<file path="config.mk">
export PLATFORM = sky130hd
export DESIGN_NAME = ball_controller
export DESIGN_NICKNAME = d
export VERILOG_FILES = /design/src/rtl/ball_controller.sv
export SDC_FILE = /design/constraint.sdc
export NUM_CORES = 1
export LEC_CHECK = 0
export ABC_AREA = 1
export BUFFER_PORTS_ARGS = -buffer_cell sky130_fd_sc_hd__clkbuf_2
export CORE_MARGIN = 5
export CORE_UTILIZATION = 59
export CTS_CLUSTER_DIAMETER = 60
export DETAILED_ROUTE_END_ITERATION = 7
export PLACE_DENSITY = 0.8
export REMOVE_ABC_BUFFERS = 1
export SYNTH_ARGS = -nofsm -noshare
export SYNTH_HDL_FRONTEND = slang
export SYNTH_SLANG_ARGS = --single-unit
</file>
<file path="constraint.sdc">
create_clock -name game_clk -period 3.2 [get_ports game_clk]
set_input_delay 0 -clock game_clk [delete_from_list [all_inputs] [get_ports game_clk]]
set_output_delay 0 -clock game_clk [all_outputs]
set_load 0.005 [all_outputs]
</file>
<file path="src/rtl/ball_controller.sv">
// Pong ball engine: 1 px/axis/tick motion, wall and paddle reflection, miss
// detection, per-player scoring and IDLE/SERVE/PLAY/SCORED/OVER sequencing.
module ball_controller #(
  parameter int SCREEN_W    = 640,
  parameter int SCREEN_H    = 480,
  parameter int BALL_SIZE   = 8,
  parameter int PADDLE_W    = 10,
  parameter int PADDLE_H    = 200,
  parameter int START_X     = 316,
  parameter int START_Y     = 236,
  parameter int SERVE_DELAY = 60,
  parameter int MAX_SCORE   = 9
) (
  input  logic       game_clk,
  input  logic       rst_n,
  input  logic       start,
  input  logic [9:0] p1_x,
  input  logic [9:0] p1_y,
  input  logic [9:0] p2_x,
  input  logic [9:0] p2_y,
  output logic [9:0] ball_x,
  output logic [9:0] ball_y,
  output logic [3:0] p1_score,
  output logic [3:0] p2_score,
  output logic       p1_point,
  output logic       p2_point,
  output logic       game_over
);

  localparam int CW = $clog2(SERVE_DELAY + 1);
  localparam logic [10:0] X_MAX = 11'(SCREEN_W - BALL_SIZE);
  localparam logic [10:0] Y_MAX = 11'(SCREEN_H - BALL_SIZE);
  localparam logic [10:0] BS    = 11'(BALL_SIZE);
  localparam logic [10:0] PW    = 11'(PADDLE_W);
  localparam logic [10:0] PH    = 11'(PADDLE_H);
  localparam logic [9:0]  CX    = 10'(START_X);
  localparam logic [9:0]  CY    = 10'(START_Y);
  localparam logic [3:0]  SMAX  = 4'(MAX_SCORE);
  localparam logic [CW-1:0] CNT_LAST = CW'(SERVE_DELAY - 1);

  typedef enum logic [2:0] {IDLE, SERVE, PLAY, SCORED, OVER} state_t;

  state_t        state_q, state_d;
  logic [9:0]    bx_q, bx_d, by_q, by_d;
  logic          dx_q, dx_d, dy_q, dy_d;   // dx 1=right, dy 1=down
  logic [CW-1:0] cnt_q, cnt_d;
  logic [3:0]    s1_q, s1_d, s2_q, s2_d;
  logic          pt1_q, pt1_d, pt2_q, pt2_d;
  logic          win_q, win_d;             // 1 = left player took the point

  logic [10:0] bx, by, p1x, p1y, p2x, p2y;
  logic        ov1, ov2;
  logic [3:0]  s1_inc, s2_inc;

  // Widen to 11 bits so x+BALL_SIZE style sums never wrap.
  assign bx  = {1'b0, bx_q};
  assign by  = {1'b0, by_q};
  assign p1x = {1'b0, p1_x};
  assign p1y = {1'b0, p1_y};
  assign p2x = {1'b0, p2_x};
  assign p2y = {1'b0, p2_y};
  assign ov1 = (by + BS > p1y) && (by < p1y + PH);
  assign ov2 = (by + BS > p2y) && (by < p2y + PH);
  assign s1_inc = (s1_q < SMAX) ? s1_q + 4'd1 : s1_q;
  assign s2_inc = (s2_q < SMAX) ? s2_q + 4'd1 : s2_q;

  always_comb begin
    state_d = state_q;
    bx_d    = bx_q;
    by_d    = by_q;
    dx_d    = dx_q;
    dy_d    = dy_q;
    cnt_d   = cnt_q;
    s1_d    = s1_q;
    s2_d    = s2_q;
    pt1_d   = 1'b0;
    pt2_d   = 1'b0;
    win_d   = win_q;
    unique case (state_q)
      IDLE: begin
        bx_d = CX;
        by_d = CY;
        if (start) begin
          state_d = SERVE;
          cnt_d   = '0;
        end
      end
      SERVE: begin
        bx_d = CX;
        by_d = CY;
        if (cnt_q == CNT_LAST) state_d = PLAY;
        else                   cnt_d   = cnt_q + CW'(1);
      end
      PLAY: begin
        if (!dy_q && by == 11'd0) begin
          dy_d = 1'b1;
          by_d = 10'd1;
        end else if (dy_q && by == Y_MAX) begin
          dy_d = 1'b0;
          by_d = by_q - 10'd1;
        end else begin
          by_d = dy_q ? by_q + 10'd1 : by_q - 10'd1;
        end
        // Paddle faces are checked before the walls; a miss leaves x where it is.
        if (!dx_q && bx == p1x + PW && ov1) begin
          dx_d = 1'b1;
          bx_d = bx_q + 10'd1;
        end else if (dx_q && bx + BS == p2x && ov2) begin
          dx_d = 1'b0;
          bx_d = bx_q - 10'd1;
        end else if (!dx_q && bx == 11'd0) begin
          win_d   = 1'b0;
          state_d = SCORED;
        end else if (dx_q && bx == X_MAX) begin
          win_d   = 1'b1;
          state_d = SCORED;
        end else begin
          bx_d = dx_q ? bx_q + 10'd1 : bx_q - 10'd1;
        end
      end
      SCORED: begin
        bx_d  = CX;
        by_d  = CY;
        dx_d  = win_q;
        cnt_d = '0;
        if (win_q) begin
          s1_d    = s1_inc;
          pt1_d   = 1'b1;
          state_d = (s1_inc == SMAX) ? OVER : SERVE;
        end else begin
          s2_d    = s2_inc;
          pt2_d   = 1'b1;
          state_d = (s2_inc == SMAX) ? OVER : SERVE;
        end
      end
      OVER: begin
        bx_d = CX;
        by_d = CY;
        if (start) begin
          s1_d    = '0;
          s2_d    = '0;
          cnt_d   = '0;
          state_d = SERVE;
        end
      end
      default: state_d = IDLE;
    endcase
  end

  always_ff @(posedge game_clk or negedge rst_n) begin
    if (!rst_n) begin
      state_q <= IDLE;
      bx_q    <= CX;
      by_q    <= CY;
      dx_q    <= 1'b1;
      dy_q    <= 1'b1;
      cnt_q   <= '0;
      s1_q    <= '0;
      s2_q    <= '0;
      pt1_q   <= 1'b0;
      pt2_q   <= 1'b0;
      win_q   <= 1'b0;
    end else begin
      state_q <= state_d;
      bx_q    <= bx_d;
      by_q    <= by_d;
      dx_q    <= dx_d;
      dy_q    <= dy_d;
      cnt_q   <= cnt_d;
      s1_q    <= s1_d;
      s2_q    <= s2_d;
      pt1_q   <= pt1_d;
      pt2_q   <= pt2_d;
      win_q   <= win_d;
    end
  end

  assign ball_x    = bx_q;
  assign ball_y    = by_q;
  assign p1_score  = s1_q;
  assign p2_score  = s2_q;
  assign p1_point  = pt1_q;
  assign p2_point  = pt2_q;
  assign game_over = (state_q == OVER);

endmodule
</file>
==> results of run 1 <==
==> state kept, by name, indices dropped and copies added (netlist names) <==
register  flops
state_q       3
p2_point      1
p1_score      4
ball_y       10
dy_q          1
win_q         1
dx_q          1
ball_x       10
p2_score      4
p1_point      1
cnt_q         6
==> report_power, final <==
part	total, µW	internal [µW]	leakage (µW)	switching [µW]
Sequential	1040	730	0.000504	310
Clock	337	154	0.0000452	183
Combinational	2170	824	0.00271	1350
==> timing repair <==
item | in CTS | in global routing
hold buffers | 1 | 0
resized for setup | 0 | 4
endpoints found under the setup margin | 0 | 10
buffers inserted | 0 | 2
endpoints found under the hold margin | 30 | 0
==> area by class of cell <==
type | instances | area, µm²
clock inverter | 2 | 13.76
sequential | 42 | 1067
inverter | 134 | 505.5
tap | 108 | 135.1
clock buffer | 6 | 72.57
timing repair buffer | 82 | 435.4
multi-input combinational | 639 | 3628
fill | 818 | 2863
==> layer usage <==
metal / vias to the layer above / wire length, µm / share of wire, %
li1: 2823 / - / -
met1: 2472 / 6209 / 45
met4: 0 / 180 / 1.3
met2: 161 / 6558 / 48
met5: - / 0 / 0
met3: 17 / 727 / 5.3
==> cells in the mapped netlist, types with 2 or more instances <==
master / number / area share, %
sky130_fd_sc_hd__xor2_1: 36 / 6.0
sky130_fd_sc_hd__nor2_2: 2 / 0.24
sky130_fd_sc_hd__nand3_2: 2 / 0.38
sky130_fd_sc_hd__xnor2_1: 7 / 1.2
sky130_fd_sc_hd__buf_2: 3 / 0.28
sky130_fd_sc_hd__dfstp_2: 12 / 6.0
sky130_fd_sc_hd__o211ai_1: 2 / 0.28
sky130_fd_sc_hd__nand3_1: 69 / 6.5
sky130_fd_sc_hd__inv_1: 128 / 9.1
sky130_fd_sc_hd__nor2_4: 4 / 0.85
sky130_fd_sc_hd__a2bb2oi_1: 2 / 0.33
sky130_fd_sc_hd__a21oi_2: 2 / 0.33
sky130_fd_sc_hd__nand3b_1: 4 / 0.57
sky130_fd_sc_hd__nor4_1: 2 / 0.24
sky130_fd_sc_hd__o21ai_0: 28 / 2.7
sky130_fd_sc_hd__o22ai_1: 9 / 1.1
sky130_fd_sc_hd__or2_2: 2 / 0.24
sky130_fd_sc_hd__a21oi_1: 33 / 3.1
sky130_fd_sc_hd__buf_6: 4 / 0.85
sky130_fd_sc_hd__dfrtp_1: 30 / 14
sky130_fd_sc_hd__buf_4: 5 / 0.71
sky130_fd_sc_hd__inv_2: 5 / 0.36
sky130_fd_sc_hd__o21ai_1: 3 / 0.28
sky130_fd_sc_hd__nor3_1: 11 / 1.0
sky130_fd_sc_hd__nand2_1: 235 / 17
sky130_fd_sc_hd__a31oi_1: 2 / 0.24
sky130_fd_sc_hd__ha_1: 52 / 12
sky130_fd_sc_hd__nand4_1: 21 / 2.5
sky130_fd_sc_hd__nor2_1: 83 / 5.9
sky130_fd_sc_hd__nand2_4: 4 / 0.85
sky130_fd_sc_hd__a21o_1: 5 / 0.71
sky130_fd_sc_hd__o31ai_1: 4 / 0.57
sky130_fd_sc_hd__nand2_2: 3 / 0.36
==> worst paths after layout <==
path | startpoint | end | slack [ns] | cells after the start
max in group asynchronous | rst_n | ball_y[4] | 2.07 | 2
worst min register to register | win_q | p2_point | 0.53 | 1
worst max-delay path | ball_y[7] | ball_x[6] | 0.25 | 14
worst min-delay path | start | state_q[2] | 0.05 | 4
worst max register to register | ball_y[7] | ball_x[6] | 0.25 | 14
min in group asynchronous | rst_n | ball_y[1] | 0.42 | 2
==> cells in the final DEF (no fill, tap or decap), types with 3 or more instances in the layout <==
| cell type | count |
|---|---|
| sky130_fd_sc_hd__nand2_1 | 235 |
| sky130_fd_sc_hd__inv_1 | 128 |
| sky130_fd_sc_hd__nor2_1 | 83 |
| sky130_fd_sc_hd__clkbuf_2 | 73 |
| sky130_fd_sc_hd__nand3_1 | 69 |
| sky130_fd_sc_hd__ha_1 | 52 |
| sky130_fd_sc_hd__xor2_1 | 35 |
| sky130_fd_sc_hd__a21oi_1 | 33 |
| sky130_fd_sc_hd__dfrtp_1 | 29 |
| sky130_fd_sc_hd__o21ai_0 | 28 |
| sky130_fd_sc_hd__nand4_1 | 21 |
| sky130_fd_sc_hd__dfstp_2 | 12 |
| sky130_fd_sc_hd__nor3_1 | 11 |
| sky130_fd_sc_hd__o22ai_1 | 9 |
| sky130_fd_sc_hd__buf_4 | 8 |
| sky130_fd_sc_hd__xnor2_1 | 7 |
| sky130_fd_sc_hd__inv_2 | 5 |
| sky130_fd_sc_hd__nand2_4 | 5 |
| sky130_fd_sc_hd__a21o_1 | 5 |
| sky130_fd_sc_hd__clkbuf_8 | 5 |
| sky130_fd_sc_hd__o31ai_1 | 4 |
| sky130_fd_sc_hd__nor2_4 | 4 |
| sky130_fd_sc_hd__nand3b_1 | 4 |
| sky130_fd_sc_hd__o21ai_1 | 3 |
==> worst min-delay path, stage by stage <==
cell	delay, ns
sky130_fd_sc_hd__clkbuf_2	0.09
sky130_fd_sc_hd__nor2_1	0.06
sky130_fd_sc_hd__inv_1	0.07
sky130_fd_sc_hd__o22ai_1	0.07
==> logic make-up after synthesis <==
logic type               after synthesis  synth area share, %
flip-flops                            42                20.18
AND/OR/NAND/NOR                      446                37.65
adder cells (fa/ha/maj)               52                12.32
multiplexers                           1               0.1895
AO/OA/AOI/OAI                         96                10.61
XOR/XNOR                              44                7.557
buffers and inverters                147                11.49
==> through the flow <==
step,utilization (%),std cells,hold slack (ns),area [µm²],setup slack (ns)
after global routing,67.17,1013,0.04957,5858,0.004336
after floorplan,-,815,-0.2956,5180,0.5132
after global placement,65.65,1002,0.2317,5725,0.3232
final,67.17,1013,0.05114,5858,0.2538
after detailed placement,65.65,1002,0.2331,5725,0.2161
after CTS,66.76,1011,0.03274,5822,0.2072
==> flow_summary.yaml, run 1 <==
clock_tree:
  cts_buffers: 5
  cts_root_buf: "sky130_fd_sc_hd__clkbuf_8"
  clock_path_buffers: 2
  clk_transition_reported_paths_ns: 0.08
  cts_tree: "built"
  clk_latency_ns: 0.29
  clock_sink_count: 42
  cts.htree.levels: 2
grt:
  grt_util_met1_pct: 32.33
  grt_pass1_vias: 5217
  globalRouteMet2Util_pct: 41.81
  wire_length_of_the_first_global_routing_pass_um: 22880
  met3_global_route_usage_pct: 2.713
  grt.total_usage_pct: 24.09
  number_of_antenna_violations_at_the_first_check_in_global_routing: 0
  globalRoute.busiestLayer: "met2"
  pin_count_of_the_biggest_net_entering_global_routing: 43
  gr_overflow_total: 0
sta:
  grt_setup_unrepaired: "false"
  max_slew_violation_count: 0
  hold_violations: 0
  setup_viol: 0
  tns_ns: 0
  layout_min_cycle_time_ns: 2.946
  finalClockSkew_ns: 0.005647
  relSlewSlack_pct: 31.11
  max_freq_mhz: 339.4
  tightestPinTransition_ns: 1.033
  post-route-period-util_pct: 92.07
floorplanning:
  design.die.area_um2: 10940
  coreArea_um2: 8721
  floorplan.die.height_um: 104.6
  floorplan.initialDensity_pct: 60.56
  row_count: 34
  io_pins: 74
  die_x_um: 104.6
job:
  max-cap-violations: 0
yosys:
  synthesis.instances: 828
  syn_area_um2: 5281
  synthDistinctLibCells: 47
  ys_ff_latch: 42
  syn_avg_cell_area_um2: 6.378
  synth_enable_flop_cells: 0
  asyncSetResetFlopFracSynth_pct: 100.0
  ys_seq_area_share_pct: 20.18
  dominantRegCellSynth: "sky130_fd_sc_hd__dfrtp_1"
  ys.warnings.count: 0
critical_path:
  critical_path.startpoint_type: "flop"
  crit_family: "simple AND/OR/NAND/NOR gates"
  worst-path-max-fanout: 14
  worstPathRequired_ns: 3.38
  critPathCaptureType: "flop"
  crit_path_buf_inv_count: 1
  crit_arrival_ns: 3.13
  worst_path_largest_cell_delay_ns: 0.65
  cell_with_the_largest_stage_delay_on_the_worst_path: "sky130_fd_sc_hd__dfstp_2"
  path_class: "reg2reg"
  cell_repeated_most_along_the_worst_path: "sky130_fd_sc_hd__nand2_1"
  cp_cell_sequence: "nand2_4, nor3_1, nand2_1, xor2_2, ha_1, nand3_1, nor3_1, a21oi_4, nand3_4, nand4_4, nand2_4, inv_2, nand2_1, nand2_1"
run_status:
  outcome: "complete, no violations"
power_and_ir_drop:
  total_power_uw: 3549
  power-per-cell-area_nw_per_um2: 605.9
  irDropWorstVdd_mv: 0.4703
  p_leak_uw: 0.003259
detailed_routing:
  drt_iter0_markers: 271
  detail_route.wl_per_cell_um: 13.50
  routed-via-count: 5473
  drt-total-wl_um: 13680
  remaining_drc_errors: 0
  dr.pass1.iters: 5
  route.antenna.remaining_nets: 0
  routed_via_density: 5.403
layout:
  final_layout_size_suffix_gt1_share_pct: 14.59
  finalNetCount: 999
  n_antenna_cell: 0
  syn2layout_area_growth_pct: 10.92
place:
  place.detailed.hpwl_um: 11190
  globalplace.congestion: 0.9196
  place.port_buffers: 73
worst_hold_path:
  worstHoldPathType: "in2reg"
Power figures use the tool's default switching activity.
==> inputs of run 2 (changes only) <==
--- a/config.mk
+++ b/config.mk
@@ -8,10 +8,10 @@
 export ABC_AREA = 1
 export BUFFER_PORTS_ARGS = -buffer_cell sky130_fd_sc_hd__clkbuf_2
 export CORE_MARGIN = 5
-export CORE_UTILIZATION = 59
+export CORE_UTILIZATION = 54
 export CTS_CLUSTER_DIAMETER = 60
 export DETAILED_ROUTE_END_ITERATION = 7
-export PLACE_DENSITY = 0.8
+export PLACE_DENSITY = 0.77
 export REMOVE_ABC_BUFFERS = 1
 export SYNTH_ARGS = -nofsm -noshare
 export SYNTH_HDL_FRONTEND = slang
==> constraint.sdc (replaced) <==
create_clock -name game_clk -period 2.6 [get_ports game_clk]
set_input_delay 0 -clock game_clk [delete_from_list [all_inputs] [get_ports game_clk]]
set_output_delay 0 -clock game_clk [all_outputs]
set_load 0.005 [all_outputs]
==> run 2 against run 1 <==
  * The run now ends with negative setup slack left
  * Clock power grew 54%
  * Setup slack got worse by 0.38 ns
  * Total power is 38% higher
  * Critical path depth increased by 5
  * Combinational power increased by 45%
  * Critical endpoint is now ball_x[3]
==> flow_summary.yaml, run 2 (synthesis gave the netlist of run 1 again) <==
run_status:
  outcome: "finished with violations"
  violations: "negative setup slack"
floorplanning:
  floorplan.initialDensity_pct: 54.79
  design.die.area_um2: 11860
  floorplan.die.height_um: 108.9
  coreArea_um2: 9639
  io_pins: 74
  die_x_um: 108.9
  row_count: 36
place:
  place.port_buffers: 73
  place.detailed.hpwl_um: 11260
  placement.cell_area_um2: 6077
  placedCellCount: 1068
  post-place-ws_ns: -0.1912
  globalplace.congestion: 0.9352
layout:
  final_cell_count_no_fill: 1096
  mostFrequentLayoutCell: "sky130_fd_sc_hd__nand2_1"
  final_layout_size_suffix_gt1_share_pct: 24.61
  final_cell_mix: "227 x sky130_fd_sc_hd__nand2_1, 125 x sky130_fd_sc_hd__inv_1, 77 x sky130_fd_sc_hd__nor2_1, 73 x sky130_fd_sc_hd__clkbuf_2, 58 x sky130_fd_sc_hd__buf_4"
  syn2layout_area_growth_pct: 27.55
  finalNetCount: 1057
  n_antenna_cell: 0
  nFillCells: 822
  final_cell_area_um2: 6736
power_and_ir_drop:
  p_leak_uw: 0.003605
  total_power_uw: 4887
  net-switching-power_uw: 2461
  pwr-share-seq_pct: 24.9
  irDropWorstVdd_mv: 0.5688
  combPwrFrac_pct: 64.5
  power.switching_fraction_pct: 50.35
  internal_portion_of_total_power_uw: 2426
  power-per-cell-area_nw_per_um2: 725.5
  clockPowerShare_pct: 10.6
critical_path:
  r2r_cells: 19
  worst-path-max-fanout: 7
  worst_reg2reg_path_endpoint: "ball_x[3]"
  critPathCaptureType: "flop"
  worst_r2r_startpoint: "ball_y[3]"
  crit_arrival_ns: 2.96
  critical_path.startpoint_type: "flop"
  worstPathRequired_ns: 2.84
  path_class: "reg2reg"
  regToRegSetupSlack_ns: -0.12
worst_hold_path:
  worstHoldPathType: "in2reg"
  hold_depth: 4
  hold_path.startpoint: "start"
  worst_hold_endpoint: "state_q[2]"
detailed_routing:
  detail_route.wl_per_cell_um: 14.36
  drt-total-wl_um: 15740
  dr.pass1.iters: 5
  drt_iter0_markers: 452
  routed_via_density: 5.396
  routed-via-count: 5914
  remaining_drc_errors: 0
  route.antenna.remaining_nets: 0
clock_tree:
  clock_path_buffers: 2
  cts_root_buf: "sky130_fd_sc_hd__clkbuf_8"
  clock_sink_count: 42
  cts.htree.levels: 2
  clk_transition_reported_paths_ns: 0.09
  cts_buffers: 5
  cts_tree: "built"
  clk_latency_ns: 0.30
sta:
  finalClockSkew_ns: 0.01959
  tns_ns: -0.9450
  max_slew_violation_count: 0
  tightestPinTransition_ns: 0.6002
  setup_viol: 13
  layout_min_cycle_time_ns: 2.724
  worst_slack_ns: -0.1237
  relSlewSlack_pct: 59.98
  grt_setup_unrepaired: "true"
  max_freq_mhz: 367.1
  hold_violations: 0
  post-route-period-util_pct: 104.8
grt:
  grt_pass1_vias: 5605
  pin_count_of_the_biggest_net_entering_global_routing: 26
  grt.total_usage_pct: 26.29
  wire_length_of_the_first_global_routing_pass_um: 25410
  number_of_antenna_violations_at_the_first_check_in_global_routing: 0
  gr_overflow_total: 0
job:
  max-cap-violations: 0
==> run 2: cell count changes in the layout (fill, tap and decap cells not counted), moves of 6 or more <==
cell,delta
sky130_fd_sc_hd__nand2_2,+6
sky130_fd_sc_hd__nand2_1,-8
sky130_fd_sc_hd__buf_4,+50
sky130_fd_sc_hd__nand3_1,-12
sky130_fd_sc_hd__nand3_2,+12
sky130_fd_sc_hd__ha_4,+13
sky130_fd_sc_hd__nor2_1,-6
sky130_fd_sc_hd__ha_1,-13
==> run 2: how the worst max path moves through the flow <==
stage,slack (ns),depth (start not counted),start,end
2_1_floorplan,-0.09,19,ball_y[6],ball_x[2]
3_3_place_gp,-0.14,15,ball_y[5],ball_x[6]
3_5_place_dp,-0.19,15,ball_y[5],ball_x[2]
4_1_cts,-0.02,19,ball_y[6],ball_x[6]
5_1_grt,-0.28,21,ball_y[4],ball_x[9]
6_report,-0.12,19,ball_y[3],ball_x[3]
==> run 2: critical path, cell delays in order (launching register included) <==
cell,delay [ns]
sky130_fd_sc_hd__dfstp_2,0.60
sky130_fd_sc_hd__ha_4,0.18
sky130_fd_sc_hd__nand2_4,0.06
sky130_fd_sc_hd__inv_2,0.06
sky130_fd_sc_hd__buf_4,0.11
sky130_fd_sc_hd__nor2_4,0.05
sky130_fd_sc_hd__ha_4,0.28
sky130_fd_sc_hd__nand2_1,0.09
sky130_fd_sc_hd__nor2_1,0.12
sky130_fd_sc_hd__nand4_1,0.11
sky130_fd_sc_hd__nor2_1,0.13
sky130_fd_sc_hd__nor2_2,0.05
sky130_fd_sc_hd__nor2_1,0.11
sky130_fd_sc_hd__nand2_2,0.13
sky130_fd_sc_hd__nand2_4,0.15
sky130_fd_sc_hd__buf_6,0.15
sky130_fd_sc_hd__nand3_2,0.07
sky130_fd_sc_hd__nand3_2,0.08
sky130_fd_sc_hd__nand2_1,0.06
sky130_fd_sc_hd__nand2_1,0.07
==> run 2: per-layer routing <==
| metal | wire [µm] | vias up | global-route usage (%) | part of all wire (%) |
|---|---|---|---|---|
| met4 | 369 | 0 | 8.296 | 2.3 |
| met3 | 914 | 42 | 2.842 | 5.8 |
| li1 | - | 2944 | - | - |
| met5 | 0 | - | 0 | 0 |
| met1 | 6787 | 2712 | 34.04 | 43 |
| met2 | 7668 | 216 | 45.75 | 49 |
==> run 2: final cells by class <==
class | instances | area (µm²) | area share (%)
Sequential cell | 42 | 1067 | 15.84
Clock buffer | 7 | 76.32 | 1.133
Clock inverter | 1 | 30.03 | 0.4458
Timing Repair Buffer | 139 | 907.1 | 13.47
Inverter | 134 | 513.0 | 7.615
Multi-Input combinational cell | 640 | 3976 | 59.03
Tap cell | 133 | 166.4 | 2.470
==> run 2: through the flow <==
stage | hold WS [ns] | utilization [%]
after floorplan | -0.2956 | -
after global placement | 0.02690 | 63.05
after detailed placement | 0.03197 | 63.05
after CTS | 0.05169 | 68.69
after global routing | 0.08661 | 69.89
final | 0.05794 | 69.89
==> run 2: repair_timing <==
item,in CTS,in global routing
endpoints found under the hold margin,19,0
hold buffers,1,0
setup endpoints to repair,13,14
resized for setup,49,22
cloned,1,0
buffers inserted,17,4
pin swaps,22,15
==> run 2: power groups by stage <==
stage,Combinational (µW),Clock (µW),Sequential (µW)
after detailed placement,2830,0,1220
after global routing,3560,563,1260
after floorplan,1890,0,1200
after global placement,2810,0,1220
final,3150,519,1220
after CTS,2970,527,1210
==> inputs of run 3 (changes only) <==
--- a/config.mk
+++ b/config.mk
@@ -8,10 +8,9 @@
 export ABC_AREA = 1
 export BUFFER_PORTS_ARGS = -buffer_cell sky130_fd_sc_hd__clkbuf_2
 export CORE_MARGIN = 5
-export CORE_UTILIZATION = 54
-export CTS_CLUSTER_DIAMETER = 60
+export CORE_UTILIZATION = 59
 export DETAILED_ROUTE_END_ITERATION = 7
-export PLACE_DENSITY = 0.77
+export PLACE_DENSITY = 0.8
 export REMOVE_ABC_BUFFERS = 1
 export SYNTH_ARGS = -nofsm -noshare
 export SYNTH_HDL_FRONTEND = slang
==> constraint.sdc (replaced) <==
create_clock -name game_clk -period 3.1 [get_ports game_clk]
set_input_delay 0 -clock game_clk [delete_from_list [all_inputs] [get_ports game_clk]]
set_output_delay 0 -clock game_clk [all_outputs]
set_load 0.005 [all_outputs]
==> run 3 against run 2 <==
  * The flow now finishes without violations
  * Total power fell by 23%
  * Clock skew fell by 0.013 ns
  * Global-route usage fell by 2.0 points
  * Sequential share of layout area rose by 2.2 points
  * First-iteration DRC count fell by 31%
  * Non-clock buffer count fell by 56
  * Cell count fell by 7.5%
  * Fmax fell by 3.8%
  * Register-to-register slack improved by 0.39 ns
  * Critical endpoint is now ball_x[7]
==> flow_summary.yaml, run 3 (synthesis gave the netlist of run 1 again) <==
detailed_routing:
  drt-total-wl_um: 13720
  drt_iter0_markers: 312
  detailroute.wirelength.met3_um: 848
  routed-via-count: 5578
  dr.pass1.iters: 5
  detail_route.wl_per_cell_um: 13.53
  top_layer: "met4"
  remaining_drc_errors: 0
  route.layer.met1.wl_um: 6155
  routed_via_density: 5.501
  routed-wl-met2_um: 6502
  route.antenna.remaining_nets: 0
floorplanning:
  io_pins: 74
  coreArea_um2: 8721
  die_x_um: 104.6
  floorplan.die.height_um: 104.6
  design.die.area_um2: 10940
  row_count: 34
  floorplan.initialDensity_pct: 60.56
critical_path:
  critical_path.startpoint_type: "flop"
  cell_with_the_largest_stage_delay_on_the_worst_path: "sky130_fd_sc_hd__dfstp_2"
  worst_path_largest_cell_delay_ns: 0.61
  critPathCaptureType: "flop"
  worstPathRequired_ns: 3.28
  crit_arrival_ns: 3.01
  crit_path_buf_inv_count: 2
  cp_cell_sequence: "nand2_4, nor2_1, a21oi_1, a21oi_1, ha_1, a21o_1, nand3_1, nand2_1, inv_1, nand2_1, nor2_2, nor2_2, nand2_2, nand4_4, nand2_8, inv_2, nand2_1, nand2_1"
  cell_repeated_most_along_the_worst_path: "sky130_fd_sc_hd__nand2_1"
  path_class: "reg2reg"
  crit_family: "simple AND/OR/NAND/NOR gates"
  worst-path-max-fanout: 14
layout:
  mostFrequentLayoutCell: "sky130_fd_sc_hd__nand2_1"
  final_cell_area_um2: 5922
  final_layout_size_suffix_gt1_share_pct: 15.34
  final_cell_mix: "233 x sky130_fd_sc_hd__nand2_1, 128 x sky130_fd_sc_hd__inv_1, 82 x sky130_fd_sc_hd__nor2_1, 73 x sky130_fd_sc_hd__clkbuf_2, 69 x sky130_fd_sc_hd__nand3_1"
  syn2layout_area_growth_pct: 12.13
  finalNetCount: 1000
  n_antenna_cell: 0
  nFillCells: 791
run_status:
  outcome: "complete, no violations"
grt:
  gr_overflow_total: 0
  grt_pass1_vias: 5313
  pin_count_of_the_biggest_net_entering_global_routing: 43
  number_of_antenna_violations_at_the_first_check_in_global_routing: 0
  grt.total_usage_pct: 24.25
  wire_length_of_the_first_global_routing_pass_um: 23050
power_and_ir_drop:
  power-per-cell-area_nw_per_um2: 635.1
  p_leak_uw: 0.003276
  irDropWorstVdd_mv: 0.4937
  total_power_uw: 3761
place:
  placement.cell_area_um2: 5733
  place.port_buffers: 73
  place.detailed.hpwl_um: 11020
  globalplace.congestion: 0.9152
clock_tree:
  clock_sink_count: 42
  clk_transition_reported_paths_ns: 0.08
  cts_tree: "built"
  clock_path_buffers: 2
  cts.htree.levels: 2
  clk_latency_ns: 0.29
  cts_root_buf: "sky130_fd_sc_hd__clkbuf_8"
  cts_buffers: 5
job:
  max-cap-violations: 0
sta:
  post-route-period-util_pct: 91.29
  tns_ns: 0
  max_freq_mhz: 353.4
  max_slew_violation_count: 0
  finalClockSkew_ns: 0.006319
  tightestPinTransition_ns: 1.061
  layout_min_cycle_time_ns: 2.830
  grt_setup_unrepaired: "false"
  hold_violations: 0
  setup_viol: 0
  relSlewSlack_pct: 29.27
worst_hold_path:
  worstHoldPathType: "in2reg"
## run 3: report_power, final
group	internal (µW)	switching [µW]	total (µW)
logic	840	1400	2240
clock network	263	185	447
registers	754	320	1070
## run 3: what timing repair did
item,4_1_cts,5_1_grt
endpoints found under the hold margin,30,0
setup endpoints to repair,0,11
hold buffers,1,0
buffers inserted,0,2
resized for setup,0,11
## run 3: worst paths after layout
check | start | to | slack [ns] | cells past startpoint
max | ball_y[5] | ball_x[7] | 0.27 | 18
min | start | state_q[2] | 0.07 | 4
max reg2reg | ball_y[5] | ball_x[7] | 0.27 | 18
min in group asynchronous | rst_n | ball_y[4] | 0.43 | 2
min reg2reg | win_q | p2_point | 0.51 | 1
max in group asynchronous | rst_n | ball_y[4] | 1.97 | 2
## run 3: metal layers
layer / vias up / track usage (%)
li1: 2820 / -
met1: 2561 / 32.68
met2: 175 / 41.90
met3: 22 / 2.096
met4: 0 / 6.484
met5: - / 0
## run 3: worst register-to-register path: cells and delay by family, from the launching register on
family	cells	cell delay [ns]
AOI/OAI and AO/OA	3	0.53
adders and majority gates	1	0.34
buffers and inverters	2	0.13
DFF	1	0.61
and+or+nand+nor	12	1.12
## run 3: area by class of cell
class,count,area [µm²],share of cell area [%]
multi-input combinational,639,3655,61.72
sequential,42,1067,18.02
inverter,134,505.5,8.536
timing repair buffer,83,442.9,7.479
tap,108,135.1,2.282
clock buffer,7,86.33,1.458
clock inverter,1,30.03,0.5071
## run 3: through the flow
step,std cells,util (%),hold slack [ns],setup slack (ns)
6_report,1014,67.91,0.06638,0.2701
5_1_grt,1014,67.91,0.07504,0.02309
4_1_cts,1012,67.19,0.04524,0.1027
3_5_place_dp,1003,65.74,0.2359,0.1259
3_3_place_gp,1003,65.74,0.2264,0.2051
2_1_floorplan,815,-,-0.2956,0.4132
